## src/rtl/mem_arbiter.sv

```systemverilog
`timescale 1ns/1ps
// mem_arbiter: shares one single-port memory bus between the instruction-fetch
// and data-stage requesters. The data requester wins ties. Each granted access
// is held on the bus until acked, then gets a one-cycle DONE state in which the
// requester's stall drops. An exception flush lets the bus access finish and
// then throws the result away.
//
// Ports:
//   clk, rst                  clock; asynchronous active-low reset
//   if_ce_i, if_addr_i        fetch request (read, all byte lanes)
//   if_data_o, if_stall_o     fetched word; fetch not yet complete
//   mem_ce_i .. mem_data_i    data-stage request (we already exception-masked)
//   mem_data_o, mem_stall_o   load result; data access not yet complete
//   flush_i                   exception flush
//   bus_req_o .. bus_wdata_o  registered bus request fields
//   bus_rdata_i, bus_ack_i    bus completion; rdata valid with ack
module mem_arbiter (
    input  logic        clk,
    input  logic        rst,
    input  logic        if_ce_i,
    input  logic [31:0] if_addr_i,
    output logic [31:0] if_data_o,
    output logic        if_stall_o,
    input  logic        mem_ce_i,
    input  logic        mem_we_i,
    input  logic [31:0] mem_addr_i,
    input  logic [3:0]  mem_sel_i,
    input  logic [31:0] mem_data_i,
    output logic [31:0] mem_data_o,
    output logic        mem_stall_o,
    input  logic        flush_i,
    output logic        bus_req_o,
    output logic        bus_we_o,
    output logic [31:0] bus_addr_o,
    output logic [3:0]  bus_sel_o,
    output logic [31:0] bus_wdata_o,
    input  logic [31:0] bus_rdata_i,
    input  logic        bus_ack_i
);

    typedef enum logic [2:0] {StIdle, StBusyD, StBusyI, StDoneD, StDoneI} state_e;

    state_e      r_state, w_state_d;
    logic        r_flush_pending, w_flush_pending_d;
    logic        r_req, w_req_d;
    logic        r_we, w_we_d;
    logic [31:0] r_addr, w_addr_d;
    logic [3:0]  r_sel, w_sel_d;
    logic [31:0] r_wdata, w_wdata_d;
    logic [31:0] r_if_data, w_if_data_d;
    logic [31:0] r_mem_data, w_mem_data_d;
    logic        w_flush;

    // A flush arriving in the ack cycle itself also discards the result.
    assign w_flush = r_flush_pending | flush_i;

    always_comb begin
        w_state_d         = r_state;
        w_flush_pending_d = r_flush_pending;
        w_req_d           = r_req;
        w_we_d            = r_we;
        w_addr_d          = r_addr;
        w_sel_d           = r_sel;
        w_wdata_d         = r_wdata;
        w_if_data_d       = r_if_data;
        w_mem_data_d      = r_mem_data;
        case (r_state)
            StIdle: begin
                w_flush_pending_d = 1'b0;
                if (!flush_i) begin
                    if (mem_ce_i) begin
                        w_state_d = StBusyD;
                        w_req_d   = 1'b1;
                        w_we_d    = mem_we_i;
                        w_addr_d  = mem_addr_i;
                        w_sel_d   = mem_sel_i;
                        w_wdata_d = mem_data_i;
                    end else if (if_ce_i) begin
                        w_state_d = StBusyI;
                        w_req_d   = 1'b1;
                        w_we_d    = 1'b0;
                        w_addr_d  = if_addr_i;
                        w_sel_d   = 4'b1111;
                        w_wdata_d = 32'h0;
                    end
                end
            end
            StBusyD: begin
                if (flush_i) begin
                    w_flush_pending_d = 1'b1;
                end
                if (bus_ack_i) begin
                    w_req_d = 1'b0;
                    if (w_flush) begin
                        w_state_d         = StIdle;
                        w_flush_pending_d = 1'b0;
                    end else begin
                        w_state_d = StDoneD;
                        if (!r_we) begin
                            w_mem_data_d = bus_rdata_i;
                        end
                    end
                end
            end
            StBusyI: begin
                if (flush_i) begin
                    w_flush_pending_d = 1'b1;
                end
                if (bus_ack_i) begin
                    w_req_d = 1'b0;
                    if (w_flush) begin
                        w_state_d         = StIdle;
                        w_flush_pending_d = 1'b0;
                    end else begin
                        w_state_d   = StDoneI;
                        w_if_data_d = bus_rdata_i;
                    end
                end
            end
            StDoneD, StDoneI: begin
                w_state_d         = StIdle;
                w_flush_pending_d = 1'b0;
            end
            default: begin
                w_state_d         = StIdle;
                w_flush_pending_d = 1'b0;
                w_req_d           = 1'b0;
            end
        endcase
    end

    always_ff @(posedge clk or negedge rst) begin
        if (!rst) begin
            r_state         <= StIdle;
            r_flush_pending <= 1'b0;
            r_req           <= 1'b0;
            r_we            <= 1'b0;
            r_addr          <= 32'h0;
            r_sel           <= 4'h0;
            r_wdata         <= 32'h0;
            r_if_data       <= 32'h0;
            r_mem_data      <= 32'h0;
        end else begin
            r_state         <= w_state_d;
            r_flush_pending <= w_flush_pending_d;
            r_req           <= w_req_d;
            r_we            <= w_we_d;
            r_addr          <= w_addr_d;
            r_sel           <= w_sel_d;
            r_wdata         <= w_wdata_d;
            r_if_data       <= w_if_data_d;
            r_mem_data      <= w_mem_data_d;
        end
    end

    assign bus_req_o   = r_req;
    assign bus_we_o    = r_we;
    assign bus_addr_o  = r_addr;
    assign bus_sel_o   = r_sel;
    assign bus_wdata_o = r_wdata;
    assign if_data_o   = r_if_data;
    assign mem_data_o  = r_mem_data;
    assign mem_stall_o = mem_ce_i & (r_state != StDoneD);
    assign if_stall_o  = if_ce_i & (r_state != StDoneI);

endmodule

```

## config.mk

```make
export PLATFORM = sky130hd
export DESIGN_NAME = mem_arbiter
export DESIGN_NICKNAME = d
export VERILOG_FILES = /design/src/rtl/mem_arbiter.sv
export SDC_FILE = /design/constraint.sdc
export NUM_CORES = 1
export LEC_CHECK = 0
export CELL_PAD_IN_SITES_DETAIL_PLACEMENT = 1
export CELL_PAD_IN_SITES_GLOBAL_PLACEMENT = 1
export CORE_ASPECT_RATIO = 0.9
export CORE_MARGIN = 5
export CORE_UTILIZATION = 33
export CTS_CLUSTER_SIZE = 16
export DETAILED_ROUTE_END_ITERATION = 10
export PLACE_DENSITY_LB_ADDON = 0.1
export SETUP_SLACK_MARGIN = 0.1
export SLEW_MARGIN = 20
export SYNTH_ARGS = -nofsm -noshare
export SYNTH_HDL_FRONTEND = slang
export SYNTH_SLANG_ARGS = --single-unit
```

## constraint.sdc

```tcl
create_clock -name clk -period 5 [get_ports clk]
set_input_delay 1 -clock clk [delete_from_list [all_inputs] [get_ports clk]]
set_output_delay 1 -clock clk [all_outputs]
set_load 0.02 [all_outputs]
```

==> flow_summary_export.csv, run 1 <==
group,metric,value,unit
drt,drt-initial-drc-count,190,
setup_path,critPathLaunchType,"input port",
finish,drive_above_1_share,13.9,%
logic_synthesis,synthFlopType,"dfrtp_1",
pwr,swShare,36.2,%
floorplanning,die_y,135,um
global_routing,grtUsageTotal,19.3,%
clock_network,cts_root_buf,"clkbuf_16",
global_routing,grt_pass1_wl,30.4,mm
outcome,status,"finished, final reports clean",
clock_network,hold_buffers,0,
setup_path,reg2reg_from,"r_state[0]$_DFFE_PN0P_",
timing,post-route-min-period,3370,ps
global_routing,grt_max_degree,104,
finish,regArea,3450,um2
finish,area_growth,61.0,%
clock_network,cts_buffers,17,
drt,drt-total-wl,19.1,mm
drt,first_pass_iters,4,
setup_path,critical_path_class,"in -> out",
placed_design,hpwlAfterDp,13.4,mm
logic_synthesis,synth_commonest_cells,"dfrtp_1 (138), o21ai_0 (121), mux2_2 (64), nand2_1 (34), mux2i_1 (32)",
drt,wl_per_cell,19.5,um
logic_synthesis,syn_avg_cell_area,12.0,um2
finish,multi_input_area,2080,um2
timing,setup_violations,0,
drt,drc_errors,0,
min_path,worstHoldPathType,"reg -> reg",
setup_path,cp_max_fo,2,
placed_design,gp_congestion,0.782,
timing,rsz0062_at_grt,"no",
run,max_cap_viol_count,0,
global_routing,antenna_found_initial,0,
clock_network,clock_sinks,138,
pwr,internal_power,0.00384,W
logic_synthesis,synthCells,479,
floorplanning,initial_utilization,33.7,%
timing,clock_skew,7.09,ps
min_path,worstHoldStart,"if_data_o[3]$_DFFE_PN0P_",
clock_network,path_clk_slew,60,ps
pwr,p_per_area,652,nW/um2
floorplanning,core,17000,um2
finish,fill_cells,1781,
floorplanning,io_pins,275,
logic_synthesis,syn_nets,618,
logic_synthesis,syn-cell-area,5740,um2
pwr,cellLeakagePower,3.89,nW
clock_network,clock_latency,410,ps
setup_path,cp.required,4000,ps
floorplanning,die_w,149,um
global_routing,grt-ovfl-total,0,
logic_synthesis,synth_top_cell_by_area,"dfrtp_1",
pwr,pwr-share-seq,32.1,%
clock_network,ctsResizeCount,0,
logic_synthesis,synth_edf_count,0,
timing,max_freq,297,MHz
pwr,peakVddDrop,0.000371,V
drt,detail_route.vias_per_cell,4.88,
logic_synthesis,yosysWarnings,0,
setup_path,worst_ep_arrival_time,2370,ps
pwr,power.switching,0.00218,W
finish,fin_nets,876,
floorplanning,rows,45,
pwr,clockPowerShare,22.1,%
clock_network,cts_max_path_buffers,2,
timing,finalHoldViolations,0,
placed_design,portBuffers,274,
logic_synthesis,yosysTopAreaCellShare,60.2,%
timing,worstMarginPinSlew,989,ps
logic_synthesis,synthTopCellsByArea,"dfrtp_1 (60%), mux2_2 (13%), o21ai_0 (11%)",
timing,setup_tns,0,ps
finish,diodes,0,
setup_path,cp-startpoint,"if_ce_i",
drt,antenna_left,0,
setup_path,critPathCaptureType,"primary output",
logic_synthesis,ys_seq_area_share,60.2,%
pwr,total_power,0.00602,W
pwr,p_comb_share,45.8,%
timing,timing.slew.headroom,34.1,%
logic_synthesis,postSynth.asyncResetShare,100,%
floorplanning,dieArea,20100,um2
clock_network,postCtsSetupBuffers,0,
logic_synthesis,synth_most_common_cell,"dfrtp_1",
timing,finalCritPeriodShare,67.4,%
logic_synthesis,synth-seq-cells,138,
drt,via_count,4798,
timing,report.final.slew_viol_count,0,
clock_network,cts_tree,"done",
clock_network,cts_max_level,4,
global_routing,grt_pass1_vias,5467,
logic_synthesis,synthDistinctLibCells,30,
## final cells by class
class                   instances  area share, %
clock buffers                  20           4.94
inverters                       2         0.0813
multi-input cells             299           22.5
flip-flops and latches        138           37.4
repair buffers                279           30.1
well taps                     235           3.18
clock inverters                10           1.79
## worst paths after layout
check / slack (ps) / endpoint / cells past startpoint
setup / recovery: 1630 / if_stall_o / 3
hold / removal: 500 / if_data_o[3]$_DFFE_PN0P_ / 1
setup reg to reg: 2690 / bus_addr_o[30]$_DFFE_PN0P_ / 3
hold reg to reg: 500 / if_data_o[3]$_DFFE_PN0P_ / 1
max in group asynchronous: 3270 / r_state[2]$_DFFE_PN0P_ / 2
min in group asynchronous: 660 / bus_wdata_o[23]$_DFFE_PN0P_ / 1
## kinds of logic after synthesis
family                    Yosys count  synth area share [%]
muxes                              96                  18.1
DFF                               138                  60.2
buffers and inverters              42                  3.77
and+or+nand+nor                    53                  4.25
AOI/OAI and AO/OA                 149                  13.5
xor gates and xnor gates            1                 0.153
## state kept, by name (all words and copies together) (netlist names)
name,count
r_flush_pending,1
r_state,3
bus_we_o,1
bus_wdata_o,32
bus_req_o,1
bus_addr_o,32
mem_data_o,32
if_data_o,32
bus_sel_o,4
## layout by cell type, fill, tap and decap left out, types with 2 or more instances in the layout
cell	count
inv_6	2
a21oi_1	2
clkinv_2	2
nor2b_1	6
clkinv_4	2
buf_4	6
nand2_1	34
inv_1	2
o32a_1	2
nor2_1	4
nor3_1	2
clkbuf_8	2
mux2i_1	32
o21ai_1	17
dfrtp_1	138
o21ai_0	121
clkbuf_16	17
mux2_2	64
bufinv_16	4
clkdlybuf4s50_1	272
a21boi_0	2
## stage by stage
stage               instance area (um2)  setup WS [ps]  hold WS (ps)  util, %  std cells
floorplan                          5740           1920           517        -        479
global placement                   8610           1620           487     50.7        953
detailed placement                 8620           1650           497     50.7        953
CTS                                9240           1640           508     54.3        983
global route                       9240           1560           525     54.3        983
finish                             9240           1630           504     54.3        983
## critical path, cell delays in order
cell and delay, ps:
clkdlybuf4s50_1 540, a21boi_0 190, clkdlybuf4s50_1 640
## routing by layer
layer  part of all wire (%)  vias to the layer above  track usage (%)
met5                      0                        -                0
met4                    2.3                        0             6.76
met3                    8.4                       31             7.28
met2                     51                      166             32.7
met1                     38                     2399             22.3
li1                       -                     2202                -
## power groups by stage
stage | registers, W | logic [W] | clock network, W
4_1_cts | 0.00194 | 0.00281 | 0.00136
2_1_floorplan | 0.00254 | 0.000739 | 0
3_3_place_gp | 0.00191 | 0.00273 | 0
6_report | 0.00193 | 0.00275 | 0.00133
5_1_grt | 0.00201 | 0.00294 | 0.00142
3_5_place_dp | 0.00195 | 0.00279 | 0
No activity file was read; power rests on OpenSTA's default activity.
==> run 2: changes to the inputs <==
--- a/config.mk
+++ b/config.mk
@@ -9,7 +9,7 @@
 export CELL_PAD_IN_SITES_GLOBAL_PLACEMENT = 1
 export CORE_ASPECT_RATIO = 0.9
 export CORE_MARGIN = 5
-export CORE_UTILIZATION = 33
+export CORE_UTILIZATION = 31
 export CTS_CLUSTER_SIZE = 16
 export DETAILED_ROUTE_END_ITERATION = 10
 export PLACE_DENSITY_LB_ADDON = 0.1
==> constraint.sdc (replaced) <==
create_clock -name clk -period 3.55 [get_ports clk]
set_input_delay 0.71 -clock clk [delete_from_list [all_inputs] [get_ports clk]]
set_output_delay 0.71 -clock clk [all_outputs]
set_load 0.02 [all_outputs]
==> run 2 against run 1 <==
Effect of this change:
- register-to-register slack got worse by 1500 ps
- sequential cell count unchanged
- clock-buffer cell count down 1
- via count down 1.3%
- total power up 39%
- sequential share of layout area down 0.081 points
- global-route usage is 0.74 points lower
- core utilization fell by 3.7 points
- worst setup slack worse by 880 ps
- clock power up 33%
==> flow_summary_export.csv, run 2 (synthesis gave the netlist of run 1 again) <==
group,metric,value,unit
outcome,status,"finished, final reports clean",
timing,timing.slew.headroom,53.3,%
pwr,cellLeakagePower,3.89,nW
clock_network,hold_buffers,0,
finish,final_cell_mix,"clkdlybuf4s50_1 (272), dfrtp_1 (138), o21ai_0 (121)",
drt,drc_errors,0,
clock_network,cts_max_level,4,
timing,clock_skew,12.4,ps
pwr,swShare,36.7,%
timing,max_freq,357,MHz
run,max_cap_viol_count,0,
timing,setup_tns,0,ps
drt,wl_per_cell,19.5,um
pwr,p_per_area,905,nW/um2
setup_path,critical_path_class,"in -> out",
drt,detail_route.vias_per_cell,4.75,
pwr,power.switching,0.00307,W
clock_network,clock_latency,420,ps
setup_path,crit_path_top_delay_cell,"clkdlybuf4s50_1",
drt,first_pass_iters,4,
pwr,p_comb_share,46.4,%
placed_design,gp_congestion,0.758,
timing,worstMarginPinSlew,701,ps
timing,report.final.slew_viol_count,0,
setup_path,critPathLaunchType,"input port",
global_routing,grt_pass1_wl,31.0,mm
global_routing,grt-ovfl-total,0,
floorplanning,rows,47,
global_routing,grt_max_degree,73,
finish,area_growth,61.3,%
clock_network,clock_sinks,138,
setup_path,cp.required,2840,ps
setup_path,crit_top_cell,"clkdlybuf4s50_1",
clock_network,ctsResizeCount,0,
timing,finalCritPeriodShare,78.8,%
setup_path,critPathBufInv,2,
floorplanning,die_y,139,um
setup_path,cp_max_fo,2,
floorplanning,die_w,153,um
pwr,peakVddDrop,0.000403,V
floorplanning,io_pins,275,
timing,finalHoldViolations,0,
timing,holdWs,296,ps
setup_path,path_delay_family,"buffers and inverters",
floorplanning,initial_utilization,31.4,%
setup_path,critPathCaptureType,"primary output",
finish,final_common_cell,"clkdlybuf4s50_1",
setup_path,worst_ep_arrival_time,2090,ps
pwr,internal_power,0.00531,W
clock_network,postCtsSetupBuffers,0,
global_routing,antenna_found_initial,0,
timing,post-route-min-period,2800,ps
clock_network,cts_buffers,17,
drt,via_count,4735,
pwr,pwr-share-seq,32.5,%
finish,drive_above_1_share,14.2,%
clock_network,path_clk_slew,60,ps
finish,diodes,0,
clock_network,cts_tree,"done",
drt,drt-total-wl,19.4,mm
clock_network,cts_max_path_buffers,2,
clock_network,cts_root_buf,"clkbuf_16",
placed_design,portBuffers,274,
placed_design,hpwlAfterDp,14.1,mm
floorplanning,core,18300,um2
setup_path,crit_path_max_incr_delay,630,ps
timing,setup_violations,0,
timing,rsz0062_at_grt,"no",
global_routing,grt_pass1_vias,5438,
pwr,clockPowerShare,21.1,%
setup_path,cp_cell_sequence,"clkdlybuf4s50_1, a21boi_0, clkdlybuf4s50_1",
drt,drt-initial-drc-count,121,
min_path,worstHoldPathType,"in -> async",
floorplanning,dieArea,21300,um2
drt,antenna_left,0,
finish,fin_nets,879,
global_routing,grtUsageTotal,18.5,%
-- run 2: cell types whose count changed in the layout (fill, tap and decap cells not counted), sizes merged --
cell	before	now
buf	7	10
bufinv	4	3
clkbuf	20	19
clkinv	4	7
clkinvlp	0	2
inv	4	2
-- run 2: area by class of cell --
| cell class | count | area (um2) |
|---|---|---|
| repair buffers | 282 | 2830 |
| flip-flops and latches | 138 | 3450 |
| clock inverters | 12 | 151 |
| clock buffers | 19 | 433 |
| inverters | 2 | 7.51 |
| fillers | 1937 | 9030 |
| well taps | 245 | 307 |
| multi-input cells | 299 | 2080 |
-- run 2: metrics by stage --
step	setup slack (ps)	util, %	instance area (um2)	instances	total power [W]
floorplan	1050	-	5740	479	0.00461
global placement	739	47.4	8670	966	0.00657
detailed placement	741	47.4	8670	966	0.00670
CTS	734	50.6	9260	997	0.00852
global route	677	50.6	9260	997	0.00887
finish	752	50.6	9260	997	0.00838
-- run 2: routing by layer --
metal / up-vias / share of wire [%] / GRT usage [%]
met4: 0 / 1.6 / 5.30
met3: 19 / 9.1 / 8.17
met5: - / 0 / 0
met1: 2341 / 38 / 20.5
li1: 2207 / - / -
met2: 168 / 52 / 32.3
-- run 2: final timing paths --
check,depth (start not counted),startpoint,endpoint,slack [ps]
max in group asynchronous,2,rst,bus_addr_o[4]$_DFFE_PN0P_,2430
setup reg to reg,4,r_state[0]$_DFFE_PN0P_,bus_addr_o[8]$_DFFE_PN0P_,1190
setup / recovery,3,if_ce_i,if_stall_o,750
hold reg to reg,1,if_data_o[12]$_DFFE_PN0P_,if_data_o[12]$_DFFE_PN0P_,500
min in group clk,1,if_data_o[12]$_DFFE_PN0P_,if_data_o[12]$_DFFE_PN0P_,500
hold / removal,1,rst,bus_addr_o[16]$_DFFE_PN0P_,300
-- run 2: power by group through the flow --
stage	Sequential, W	Combinational (W)	Clock, W
CTS	0.00274	0.00397	0.00181
detailed placement	0.00275	0.00395	0
global placement	0.00270	0.00387	0
finish	0.00272	0.00389	0.00177
global route	0.00282	0.00417	0.00189
floorplan	0.00357	0.00104	0
